## src/rtl/cam_pixel_capture.sv

```systemverilog
// OV7670 parallel-bus capture: packs byte pairs into RGB565 pixels and feeds
// the camera FIFO with a start marker per frame. Malformed lines/frames are
// flagged and FIFO overflow drops the rest of the frame so the downstream
// uploader only ever sees whole, aligned frames.
module cam_pixel_capture #(
    parameter int FRAME_WIDTH  = 640,
    parameter int FRAME_HEIGHT = 480,
    parameter int CNT_W        = 16
) (
    input  logic             clk,
    input  logic             reset_n,
    input  logic             capture_en,
    input  logic             cam_vsync,
    input  logic             cam_href,
    input  logic [7:0]       cam_data,
    input  logic             fifo_full,
    output logic [16:0]      fifo_data,
    output logic             fifo_wr_en,
    output logic             frame_done,
    output logic             frame_err,
    output logic             overflow,
    output logic [CNT_W-1:0] frame_count
);

    localparam int PIX_W  = $clog2(FRAME_WIDTH + 1);
    localparam int LINE_W = $clog2(FRAME_HEIGHT + 1);
    localparam logic [16:0]      MARKER = 17'h10000;
    localparam logic [PIX_W-1:0]  WIDTH_MAX  = PIX_W'(FRAME_WIDTH);
    localparam logic [LINE_W-1:0] HEIGHT_MAX = LINE_W'(FRAME_HEIGHT);

    typedef enum logic [2:0] {
        IDLE, WAIT_FALL, START, ACTIVE, DONE, DROP
    } state_t;

    state_t state_reg, state_next;

    // Registered copies of the camera bus plus one cycle of history
    logic        vsync_reg, href_reg, vsync_prev_reg, href_eff_prev_reg;
    logic [7:0]  data_reg;

    // Frame bookkeeping
    logic              phase_reg, phase_next;       // 0: expecting high byte
    logic [7:0]        hi_reg, hi_next;
    logic [15:0]       pix_reg, pix_next;
    logic              pend_reg, pend_next;         // pixel write due this cycle
    logic [PIX_W-1:0]  line_pix_reg, line_pix_next;
    logic [LINE_W-1:0] line_cnt_reg, line_cnt_next;
    logic              geom_bad_reg, geom_bad_next;  // some line had wrong width
    logic              restart_reg, restart_next;    // DONE reached via vsync fall
    logic              frame_err_reg, frame_err_next;
    logic              overflow_reg, overflow_next;
    logic [CNT_W-1:0]  frame_count_reg, frame_count_next;

    logic vsync_rise, vsync_fall, href_eff, line_end, err_final, full_hit;

    // href is only meaningful outside vertical blanking
    assign href_eff   = href_reg & ~vsync_reg;
    assign vsync_rise = vsync_reg & ~vsync_prev_reg;
    assign vsync_fall = ~vsync_reg & vsync_prev_reg;
    assign line_end   = href_eff_prev_reg & ~href_eff;
    assign err_final  = frame_err_reg | geom_bad_reg | (line_cnt_reg != HEIGHT_MAX);

    assign frame_err   = frame_err_reg;
    assign overflow    = overflow_reg;
    assign frame_count = frame_count_reg;

    // Input register stage: everything downstream uses these copies
    always_ff @(posedge clk or negedge reset_n) begin
        if (!reset_n) begin
            vsync_reg         <= 1'b0;
            href_reg          <= 1'b0;
            data_reg          <= 8'h00;
            vsync_prev_reg    <= 1'b0;
            href_eff_prev_reg <= 1'b0;
        end else begin
            vsync_reg         <= cam_vsync;
            href_reg          <= cam_href;
            data_reg          <= cam_data;
            vsync_prev_reg    <= vsync_reg;
            href_eff_prev_reg <= href_eff;
        end
    end

    // FSM state register
    always_ff @(posedge clk or negedge reset_n) begin
        if (!reset_n) state_reg <= IDLE;
        else          state_reg <= state_next;
    end

    // Pixel assembly and frame bookkeeping registers
    always_ff @(posedge clk or negedge reset_n) begin
        if (!reset_n) begin
            phase_reg       <= 1'b0;
            hi_reg          <= 8'h00;
            pix_reg         <= 16'h0000;
            pend_reg        <= 1'b0;
            line_pix_reg    <= '0;
            line_cnt_reg    <= '0;
            geom_bad_reg    <= 1'b0;
            restart_reg     <= 1'b0;
            frame_err_reg   <= 1'b0;
            overflow_reg    <= 1'b0;
            frame_count_reg <= '0;
        end else begin
            phase_reg       <= phase_next;
            hi_reg          <= hi_next;
            pix_reg         <= pix_next;
            pend_reg        <= pend_next;
            line_pix_reg    <= line_pix_next;
            line_cnt_reg    <= line_cnt_next;
            geom_bad_reg    <= geom_bad_next;
            restart_reg     <= restart_next;
            frame_err_reg   <= frame_err_next;
            overflow_reg    <= overflow_next;
            frame_count_reg <= frame_count_next;
        end
    end

    // Next-state, bookkeeping updates and FIFO-side outputs
    always_comb begin
        state_next       = state_reg;
        phase_next       = phase_reg;
        hi_next          = hi_reg;
        pix_next         = pix_reg;
        pend_next        = 1'b0;
        line_pix_next    = line_pix_reg;
        line_cnt_next    = line_cnt_reg;
        geom_bad_next    = geom_bad_reg;
        restart_next     = restart_reg;
        frame_err_next   = frame_err_reg;
        overflow_next    = overflow_reg;
        frame_count_next = frame_count_reg;
        fifo_data        = {1'b0, pix_reg};
        fifo_wr_en       = 1'b0;
        frame_done       = 1'b0;
        full_hit         = 1'b0;

        case (state_reg)
            IDLE: begin
                // Only arm during blanking so a frame is never joined mid-way
                if (capture_en && vsync_reg) state_next = WAIT_FALL;
            end
            WAIT_FALL: begin
                if (vsync_fall) state_next = START;
            end
            START: begin
                restart_next  = 1'b0;
                phase_next    = 1'b0;
                line_pix_next = '0;
                line_cnt_next = '0;
                geom_bad_next = 1'b0;
                if (!fifo_full) begin
                    fifo_data      = MARKER;
                    fifo_wr_en     = 1'b1;
                    frame_err_next = 1'b0;
                    overflow_next  = 1'b0;
                    state_next     = ACTIVE;
                end else begin
                    overflow_next = 1'b1;
                    state_next    = DROP;
                end
            end
            ACTIVE: begin
                if (pend_reg) begin
                    if (fifo_full) full_hit   = 1'b1;
                    else           fifo_wr_en = 1'b1;
                end
                if (full_hit) begin
                    // Lost a pixel: abandon the rest of this frame
                    overflow_next = 1'b1;
                    if (vsync_rise) begin
                        frame_done = 1'b1;
                        state_next = capture_en ? WAIT_FALL : IDLE;
                    end else begin
                        state_next = DROP;
                    end
                end else begin
                    if (line_end) begin
                        if (phase_reg) frame_err_next = 1'b1;
                        phase_next = 1'b0;
                        if (line_pix_reg != '0) begin
                            line_cnt_next = line_cnt_reg + LINE_W'(1);
                            if (line_pix_reg != WIDTH_MAX) geom_bad_next = 1'b1;
                        end
                        line_pix_next = '0;
                    end
                    if (href_eff && !vsync_fall) begin
                        if (!phase_reg) begin
                            hi_next    = data_reg;
                            phase_next = 1'b1;
                        end else begin
                            phase_next = 1'b0;
                            if (line_cnt_reg >= HEIGHT_MAX || line_pix_reg >= WIDTH_MAX) begin
                                frame_err_next = 1'b1;
                            end else begin
                                pix_next      = {hi_reg, data_reg};
                                pend_next     = 1'b1;
                                line_pix_next = line_pix_reg + PIX_W'(1);
                            end
                        end
                    end
                    if (vsync_rise) begin
                        state_next = DONE;
                    end else if (vsync_fall) begin
                        // Missed the rise: close this frame, then start anew
                        state_next   = DONE;
                        restart_next = 1'b1;
                    end
                end
            end
            DONE: begin
                frame_done     = 1'b1;
                frame_err_next = err_final;
                if (!err_final) frame_count_next = frame_count_reg + CNT_W'(1);
                if (!capture_en)      state_next = IDLE;
                else if (restart_reg) state_next = START;
                else                  state_next = WAIT_FALL;
                restart_next = 1'b0;
            end
            DROP: begin
                if (vsync_rise) begin
                    frame_done = 1'b1;
                    state_next = capture_en ? WAIT_FALL : IDLE;
                end
            end
            default: state_next = IDLE;
        endcase
    end

endmodule

```

## config.mk

```make
export PLATFORM = sky130hd
export DESIGN_NAME = cam_pixel_capture
export DESIGN_NICKNAME = d
export VERILOG_FILES = /design/src/rtl/cam_pixel_capture.sv
export SDC_FILE = /design/constraint.sdc
export NUM_CORES = 1
export LEC_CHECK = 0
export BUFFER_PORTS_ARGS = -buffer_cell sky130_fd_sc_hd__buf_2
export CAP_MARGIN = 5
export CORE_ASPECT_RATIO = 0.7
export CORE_MARGIN = 10
export CORE_UTILIZATION = 50
export CTS_CLUSTER_DIAMETER = 40
export DETAILED_ROUTE_END_ITERATION = 10
export HOLD_SLACK_MARGIN = 0.02
export PLACE_DENSITY = 0.71
export SLEW_MARGIN = 20
export SYNTH_ARGS = -nofsm -noshare
export SYNTH_HDL_FRONTEND = slang
export SYNTH_SLANG_ARGS = --single-unit
```

## constraint.sdc

```tcl
create_clock -name clk -period 2.6 [get_ports clk]
set_clock_uncertainty 0.1 [all_clocks]
set_input_delay 0.52 -clock clk [delete_from_list [all_inputs] [get_ports clk]]
set_output_delay 0.52 -clock clk [all_outputs]
set_load 0.05 [all_outputs]
```

==> impl_results.rst <==
.. list-table::
   :header-rows: 1

   * - Metric
     - Value
   * - H-tree levels
     - 3
   * - Share of the synthesized area in the top cell type
     - 0.521
   * - Wire length of the first global-routing pass
     - 14400 µm
   * - Tightest Hold Check Type
     - primary input to flip-flop
   * - Hold Crit Depth
     - 1
   * - Finish-stage setup viols
     - 0
   * - Final core utilization
     - 0.612
   * - Final Hold Vio Count
     - 0
   * - Starting Density
     - 0.520
   * - Area of the core
     - 7380 µm²
   * - Deepest clock path buffer count
     - 2
   * - Sequential area share after synthesis
     - 0.521
   * - Register-to-Register Path Depth
     - 7
   * - Share of power burned in registers
     - 0.435
   * - Number of distinct library cell variants in the gate-level netlist after synthesis
     - 52
   * - Share of cells above drive strength 1
     - 0.284
   * - Syn_nets
     - 375
   * - Number of search-and-repair iterations in the first detailed-routing pass
     - 4
   * - Start-to-end type of the worst setup path
     - flip-flop to output port
   * - Mean area per synthesized cell
     - 10.9 µm²
   * - Diodes inserted
     - 0
   * - Setup crit end kind
     - output port
   * - Largest net degree at the start of global routing
     - 56
   * - Outcome
     - complete, no violations
   * - Fraction of power consumed by combinational cells
     - 0.299
   * - Startpoint type of the worst setup path
     - flip-flop
   * - Cells taking the most area after synthesis
     - sky130_fd_sc_hd__dfrtp_1, sky130_fd_sc_hd__mux2_2, sky130_fd_sc_hd__nor2b_1
   * - Weighted congestion reported at the end of routability-driven placement
     - 0.863
   * - Post-Place Cells
     - 507
   * - Largest stage delay on the critical path
     - 0.47 ns
   * - Share of the cycle needed by the critical path after routing
     - 0.964
   * - Proportion of synthesized flip-flops having asynchronous set or reset
     - 1.00
   * - Routed wire length
     - ~8400 µm
   * - Width of the die
     - 125 µm
   * - Number of placement rows
     - 26
   * - Maximum fanout along the worst path
     - 17
   * - Highest Clock Rate
     - about 400 MHz
   * - Max-Slew Margin vs Limit
     - 0.486
   * - CTS clk-pin slew, worst paths
     - 0.09 ns
   * - Arrival time reported for the critical path endpoint
     - 1.89 ns
   * - Max IR drop VDD
     - 370 µV
   * - Design Area, Final
     - roughly 4500 µm²
   * - Initial antenna violation count
     - 0
   * - All-layer global routing usage
     - 0.146
   * - Sinks on the clock net
     - 80
   * - Synth Instances
     - 354
   * - Top FF cell, synth
     - sky130_fd_sc_hd__dfrtp_1
   * - Switching component of the power
     - ~1.3 mW
   * - Synth warnings
     - 0
   * - DRC violation total after the first TritonRoute iteration
     - 267
   * - Slowest library cell on the worst path
     - sky130_fd_sc_hd__dfrtp_2
   * - Root Buffer Master
     - sky130_fd_sc_hd__clkbuf_8
   * - Cell-by-cell trace of the critical path
     - inv_1, nand2_1, nor2_1, buf_6, buf_2
   * - Half-perimeter wire length after detailed placement
     - 6020 µm
   * - Post-route DRC violation count
     - 0
   * - Die Height
     - just over 90 µm
   * - Number of synthesized register bits
     - 80
   * - GRT Residual Overflow
     - 0
   * - Clock tree from TritonCTS
     - done
   * - Required time reported for the critical path endpoint
     - 1.98 ns
   * - CTS buffer count
     - 9
   * - Count of placed standard cells in the final layout, fillers left out
     - 524
   * - Drt wl/cell
     - approximately 16 µm
   * - Clock insertion delay at the later pin of the skew report
     - 0.36 ns
   * - Vias
     - slightly below 3000
   * - Clk network pwr share
     - 0.266
   * - Max-cap check violation count
     - 0
   * - Synth Cell Area
     - 3840 µm²
   * - P&R area growth vs syn
     - 17.6%
   * - Aggregate negative setup slack
     - 0 ns
   * - Post-detailed-placement cell area
     - around 4300 µm²
   * - Switching portion of total power
     - 0.367
   * - Quantity of I/O buffers inserted on ports
     - 50
   * - Count of flip-flops with a built-in enable after synthesis
     - 0
   * - Drt via density
     - 5.51
   * - Io pins
     - 51
   * - Setup repair after global routing missed its margin
     - no
   * - Number of global-route vias before repair
     - around 2900
   * - Number of setup buffers added after CTS
     - 0
   * - Remaining antenna violation count
     - 0
   * - Tightest Pin Transition
     - 0.763 ns
   * - Final Hold Slack
     - 0.158 ns
   * - Cell Int Power
     - roughly 2.3 mW
   * - Final Max Tran Viols
     - 0
   * - Min cycle time layout
     - 2.51 ns
   * - Power Density
     - 796 nW/µm²
   * - Cell taking the most area after synthesis
     - sky130_fd_sc_hd__dfrtp_1
   * - Leak pwr
     - 2.21 nW
   * - Area of the die
     - 11600 µm²
   * - Fin nets
     - 442
[final cells by class]
cell class / instances / area [µm²]
fill: 592 / 2860
sequential: 80 / 2010
multi-input combinational: 254 / 1760
timing repair buffer: 63 / 382
clock buffer: 9 / 124
tap: 98 / 123
clock inverter: 7 / 82.6
inverter: 13 / 48.8
[layout by cell type, fill, tap and decap left out, types with 3 or more instances in the layout]
| cell type | count |
|---|---|
| sky130_fd_sc_hd__dfrtp_1 | 77 |
| sky130_fd_sc_hd__buf_2 | 49 |
| sky130_fd_sc_hd__nand2_1 | 28 |
| sky130_fd_sc_hd__mux2_2 | 26 |
| sky130_fd_sc_hd__nor2_1 | 23 |
| sky130_fd_sc_hd__nor2b_1 | 20 |
| sky130_fd_sc_hd__o21ai_0 | 20 |
| sky130_fd_sc_hd__a21oi_1 | 15 |
| sky130_fd_sc_hd__inv_1 | 13 |
| sky130_fd_sc_hd__nand3_1 | 13 |
| sky130_fd_sc_hd__nand4_1 | 11 |
| sky130_fd_sc_hd__xor2_1 | 10 |
| sky130_fd_sc_hd__buf_4 | 10 |
| sky130_fd_sc_hd__clkbuf_8 | 9 |
| sky130_fd_sc_hd__xnor2_1 | 7 |
| sky130_fd_sc_hd__ha_1 | 7 |
| sky130_fd_sc_hd__and3_1 | 5 |
| sky130_fd_sc_hd__nor4_1 | 5 |
| sky130_fd_sc_hd__nand2b_1 | 4 |
| sky130_fd_sc_hd__and2_1 | 4 |
| sky130_fd_sc_hd__nor3_1 | 4 |
| sky130_fd_sc_hd__o31ai_1 | 4 |
| sky130_fd_sc_hd__or4_1 | 4 |
| sky130_fd_sc_hd__or3_1 | 4 |
| sky130_fd_sc_hd__inv_6 | 3 |
| sky130_fd_sc_hd__dfrtp_2 | 3 |
[timing repair]
item | CTS | global route
endpoints found under the hold margin | 25 | 0
hold buffers | 1 | 0
gates resized for setup | 0 | 5
setup endpoints to repair | 0 | 19
[power groups by stage]
stage	Clock, mW	Combinational (mW)	Sequential [mW]
after floorplan	0	0.746	1.58
after global placement	0	1.05	1.58
after detailed placement	0	1.06	1.58
after CTS	0.983	1.07	1.56
after global routing	1.04	1.16	1.59
final	0.958	1.08	1.57
[metal layers]
layer,global-route usage,vias up,wire [µm]
li1,-,1409,-
met1,0.204,1395,4120
met2,0.214,75,3770
met3,0.0479,7,438
met4,0.0338,0,56
met5,0,-,0
[path summary, 6_finish.rpt]
kind / from / end / slack (ns)
max: state_reg[0]$_DFFE_PN0P_ / fifo_data[16] / 0.09
min: cam_data[7] / data_reg[7]$_DFF_PN0_ / 0.16
max reg2reg: vsync_reg$_DFF_PN0_ / line_pix_reg[8]$_DFFE_PN0P_ / 0.19
min reg2reg: vsync_reg$_DFF_PN0_ / vsync_prev_reg$_DFF_PN0_ / 0.34
max in group asynchronous: reset_n / line_cnt_reg[6]$_DFFE_PN0P_ / 1.27
min in group asynchronous: reset_n / state_reg[1]$_DFFE_PN0P_ / 0.52
[metrics by stage]
stage / total power, mW / worst slack, ns
floorplan: 2.33 / 0.0200
global placement: 2.63 / 0.275
detailed placement: 2.65 / 0.194
CTS: 3.61 / 0.0364
global route: 3.80 / 0.00619
finish: 3.60 / 0.0945
[cell usage after synthesis, drive strengths merged (5+ instances only)]
library cell and number:
nand2 28, xnor2 7, xor2 10, ha 7, mux2 26, or4 6, nor2 23, nor3 6
and3 7, inv 13, nor2b 20, a21oi 16, nor4 5, o21ai 20, dfrtp 80, nand3 15
nand4 12
[logic make-up after synthesis]
logic type / after synthesis / synth area share
DFF: 80 / 0.521
adders and majority gates: 7 / 0.0228
xor gates and xnor gates: 17 / 0.0387
and+or+nand+nor: 145 / 0.220
muxes: 27 / 0.0788
buffers and inverters: 20 / 0.0234
AOI/OAI and AO/OA: 58 / 0.0948
[worst max-delay path, delay by kind of cell (launching register included)]
kind	cells	cell delay, ns
AND/OR/NAND/NOR	2	0.37
flip-flops	1	0.47
buffers and inverters	3	0.68
(Power assumes the default switching activity.)
